### src/rtl/chain_seq_pkg.sv
// chain_seq_pkg: shared state encoding, default geometry and dwell type for the enable-chain sequencer
package chain_seq_pkg;
  localparam int DEF_CHAIN_LENGTH = 4;
  localparam int DEF_DWELL_W = 8;
  localparam int STAGE_W = $clog2(DEF_CHAIN_LENGTH + 1);
  typedef enum logic [1:0] {IDLE, RUN, DONE} state_t;
  typedef logic [DEF_DWELL_W-1:0] dwell_t;
endpackage

### src/rtl/chain_dwell_cnt.sv
// chain_dwell_cnt: loadable down-counter timing how long the current stage stays enabled
module chain_dwell_cnt #(
  parameter int W = 8
) (
  input  logic         clk,
  input  logic         rst,
  input  logic         load,
  input  logic         dec,
  input  logic [W-1:0] val,
  output logic         zero
);
  logic [W-1:0] cnt;
  always_ff @(posedge clk) begin
    if (rst) cnt <= '0;
    else if (load) cnt <= val;
    else if (dec && cnt != '0) cnt <= cnt - W'(1);
  end
  assign zero = cnt == '0;
endmodule

### src/rtl/chain_ena_sequencer.sv
// chain_ena_sequencer: walks a one-hot enable token across CHAIN_LENGTH+1 stages, each held for a latched dwell
module chain_ena_sequencer
  import chain_seq_pkg::*;
#(
  parameter int CHAIN_LENGTH = DEF_CHAIN_LENGTH,
  parameter int DWELL_W = DEF_DWELL_W,
  localparam int N = CHAIN_LENGTH + 1,
  localparam int SW = $clog2(N)
) (
  input  logic               clk,
  input  logic               rst,
  input  logic               start,
  input  logic [DWELL_W-1:0] dwell,
  input  logic               abort,
  output logic [N-1:0]       ena,
  output logic [SW-1:0]      stage_idx,
  output logic               busy,
  output logic               done
);
  state_t state, state_n;
  logic [SW-1:0] stage_n;
  logic [DWELL_W-1:0] dm1, ld_val;
  logic load, dec, zero;
  // dwell of 0 runs as 1, so the reload value saturates at 0 instead of wrapping
  assign ld_val = (state == IDLE) ? ((dwell == '0) ? '0 : dwell - DWELL_W'(1)) : dm1;
  always_comb begin
    state_n = state;
    stage_n = stage_idx;
    load = 1'b0;
    dec = 1'b0;
    case (state)
      IDLE: begin
        state_n = start ? RUN : IDLE;
        stage_n = '0;
        load = start;
      end
      RUN: begin
        if (abort) begin
          state_n = IDLE;
          stage_n = '0;
        end else if (!zero) dec = 1'b1;
        else if (stage_idx < SW'(CHAIN_LENGTH)) begin
          stage_n = stage_idx + SW'(1);
          load = 1'b1;
        end else begin
          state_n = DONE;
          stage_n = '0;
        end
      end
      default: begin
        state_n = IDLE;
        stage_n = '0;
      end
    endcase
  end
  always_ff @(posedge clk) begin
    if (rst) begin
      state <= IDLE;
      stage_idx <= '0;
      dm1 <= '0;
      ena <= '0;
      busy <= 1'b0;
      done <= 1'b0;
    end else begin
      state <= state_n;
      stage_idx <= stage_n;
      if (state == IDLE && start) dm1 <= ld_val;
      ena <= (state_n == RUN) ? N'(1) << stage_n : '0;
      busy <= state_n != IDLE;
      done <= state_n == DONE;
    end
  end
  chain_dwell_cnt #(.W(DWELL_W)) u_cnt (
    .clk(clk),
    .rst(rst),
    .load(load),
    .dec(dec),
    .val(ld_val),
    .zero(zero)
  );
endmodule

### config.mk
export PLATFORM = sky130hd
export DESIGN_NAME = chain_ena_sequencer
export DESIGN_NICKNAME = d
export VERILOG_FILES = /design/src/rtl/chain_seq_pkg.sv /design/src/rtl/chain_dwell_cnt.sv /design/src/rtl/chain_ena_sequencer.sv
export SDC_FILE = /design/constraint.sdc
export NUM_CORES = 1
export LEC_CHECK = 0
export CORE_MARGIN = 1.5
export CORE_UTILIZATION = 40
export CTS_CLUSTER_SIZE = 10
export DETAILED_ROUTE_END_ITERATION = 12
export HOLD_SLACK_MARGIN = 0.15
export PLACE_DENSITY_LB_ADDON = 0.1
export SYNTH_ARGS = -nofsm -noshare
export SYNTH_HDL_FRONTEND = slang
export SYNTH_SLANG_ARGS = --single-unit
### constraint.sdc
create_clock -name clk -period 4.21 [get_ports clk]
set_input_delay 0.6315 -clock clk [delete_from_list [all_inputs] [get_ports clk]]
set_output_delay 0.6315 -clock clk [all_outputs]
set_load 0.005 [all_outputs]
==> run_results.csv <==
group,metric,value,unit
setup_path,worstSetupStartpointType,"input pin",
setup_path,path_delay_family,"simple AND/OR/NAND/NOR gates",
yosys,synth.top_cell.area_share,37.6,%
yosys,syn_inst,180,
routing,remaining_drc_errors,0,
grt,grtUsageTotal,18.4,%
setup_path,slowest_delay,0.59,ns
floorplanning,rows,22,
yosys,syn_area,0.00149,sq mm
setup_path,crit_buf_inv,2,
layout,fin_nets,218,
sta,final-setup-viol-count,0,
sta,grt_setup_unrepaired,"no",
run_status,outcome,"completed",
clocking,h-tree-depth,1,
sta,tightest_slew,0.885,ns
clocking,cts_hold_buf,0,
clocking,cts-root-buf,"clkbuf_8",
floorplanning,core-area,0.00363,sq mm
yosys,ys_top_cells_by_area,"dfxtp_1 (38%), nor2_1 (5.8%), a21oi_1 (5.4%)",
layout,area_delta_synth_final,21.9,%
floorplanning,die_h,64.1,microns
sta,max_freq,402,MHz
grt,antenna_found_initial,0,
setup_path,cp_cell_sequence,"clkdlybuf4s50_1, inv_1, ha_1, nor4b_1, and2_1, nor2_1, mux2i_1, o22ai_1",
clocking,insertion_delay,0.28,ns
placed_design,dp.cells,244,
yosys,synth_seq_area_share,37.6,%
floorplanning,initial_core_util,41.1,%
power_and_ir_drop,power.density,372,mW/mm^2
sta,clock_skew,0.00745,ns
clocking,cts_made_buffers,3,
placed_design,gp_congestion,0.901,
routing,post_drt_wl_per_cell,13.6,microns
clocking,cts_setup_buffers,0,
yosys,synthArstFlopShare,0,%
yosys,synth_nets,197,
yosys,yosys.area.top_type,"dfxtp_1",
routing,vias,1344,
layout,drive_above_1_share,7.50,%
layout,utilization,50.1,%
layout,nFillCells,358,
yosys,syn-mean-instance-area,8.29,sq um
routing,postRouteWirelength,3380,microns
floorplanning,die_w,64.1,microns
job,cap_viol_max_count,0,
yosys,synth.most_common_cell,"dfxtp_1",
power_and_ir_drop,ir_drop,0.000252,V
setup_path,cp.required,4.35,ns
placed_design,numPortBuffers,21,
grt,grt_max_degree,25,
clocking,clk_pin_slew_worst_paths,0.10,ns
grt,grt_pass1_wl,6000,microns
floorplanning,pin_count,22,
sta,hold_viol,0,
yosys,ys_seq_elements,28,
yosys,synthTopCellsByCount,"dfxtp_1 (28), nor2_1 (23), nand2_1 (20)",
clocking,cts_resized,0,
yosys,synth_cell_types,45,
sta,fin_crit_sh,59.1,%
routing,drt_iter0_markers,101,
setup_path,worstPathArrival,2.63,ns
grt,grt-ovfl-total,0,
sta,min_period,2.49,ns
setup_path,end_kind,"flip-flop",
routing,vias_per_cell,5.42,
clocking,cts.sinks,28,
layout,instances_no_fill,248,
yosys,yosysWarnings,0,
setup_path,slowest_stage,"nor4b_1",
routing,drt_first_pass_iters,4,
yosys,ys.flop_type,"dfxtp_1",
placed_design,hpwlAfterDp,2550,microns
setup_path,path_max_fanout,5,
clocking,max-clock-path-buffers,2,
routing,ant_nets,0,
worst_hold_path,hold_path_class,"reg2reg",
yosys,synth-edff-count,0,
grt,grt_pass1_vias,1289,
power_and_ir_drop,p_leak,0.674,nW
sta,setup_tns,0,ns
setup_path,criticalPathCategory,"in2reg",
sta,whs,0.458,ns
sta,maxSlewViolCount,0,
clocking,cts_tree,"done",
sta,max_slew_margin,40.8,%
layout,antennaDiodeCount,0,
floorplanning,fp.dieArea,0.00411,sq mm
[worst paths after layout]
| path | from | end | slack, ns | depth (start not counted) |
|---|---|---|---|---|
| worst max-delay path | dwell[0] | u_cnt.cnt[3] | 1.72 | 8 |
| worst min-delay path | dm1[2] | dm1[2] | 0.46 | 2 |
| worst max register to register | u_cnt.cnt[0] | ena[4] | 2.06 | 7 |
| worst min register to register | dm1[2] | dm1[2] | 0.46 | 2 |
[sequential cells by signal, indices dropped and copies added, names as in the netlist]
name       flops
dm1            8
u_cnt.cnt      8
ena            5
stage_idx      3
state          2
busy           1
done           1
[worst min-delay path, delay by kind of cell, from the launching register on]
family / cells / cell delay (ns)
flip-flops: 1 / 0.32
AND/OR/NAND/NOR: 1 / 0.05
AO/OA/AOI/OAI: 1 / 0.05
[cell families (layout without fill, tap and decap cells)]
logic type                 count (synthesis)  in the layout  synth area share (%)
muxes                                      5              5                  3.44
xor gates and xnor gates                   4              4                  2.35
AOI/OAI and AO/OA                         47             47                  20.3
adders and majority gates                  5              5                  4.19
buffers and inverters                     12             32                  3.27
DFF                                       28             28                  37.6
and+or+nand+nor                           79             79                  28.9
[layout by cell type (no fill, tap or decap), types with 2 or more instances in the layout]
cell type         n
nor2_1           23
a22oi_1           2
dfxtp_1          28
a21o_1            3
clkbuf_8          3
nand3_1           4
o22a_1            2
a21boi_0          3
o21ai_0           5
nand3b_1          2
a21oi_1          16
nor3b_1           2
a211oi_1          5
nand2_1          20
nor3_1           10
xnor2_1           4
buf_4             2
ha_1              5
inv_1             5
a31oi_1           2
clkdlybuf4s50_1  21
and2_1            2
nor4b_1           5
mux2i_1           4
[metal layers]
| metal | vias to the layer above | routed length, microns | global-route usage (%) |
|---|---|---|---|
| met5 | - | 0 | 0 |
| met4 | 0 | 11 | 3.26 |
| met3 | 3 | 140 | 3.70 |
| met2 | 23 | 1520 | 28.1 |
| met1 | 626 | 1720 | 27.0 |
| li1 | 692 | - | - |
[layout make-up]
type	count	area (sq um)	area share, %
flip-flops and latches	28	561	30.8
repair buffers	23	225	12.4
inverters	5	18.8	1.03
multi-input cells	140	883	48.6
clock buffers	3	41.3	2.27
clock inverters	1	30.0	1.65
well taps	48	60.1	3.30
[stage by stage]
stage / area [sq um] / power [mW] / setup WS, ns
after global routing: 1820 / 0.715 / 1.45
final: 1820 / 0.676 / 1.72
after global placement: 1750 / 0.468 / 1.49
after detailed placement: 1750 / 0.468 / 1.44
after CTS: 1820 / 0.681 / 1.73
after floorplan: 1490 / 0.418 / 2.14
[report_power, final]
group | internal [mW] | switching, mW | total [mW]
clock | 0.127 | 0.0855 | 0.213
combinational | 0.0686 | 0.0920 | 0.161
sequential | 0.284 | 0.0192 | 0.303
total | 0.480 | 0.197 | 0.676
Note: power is estimated with default switching activity, not from simulation.
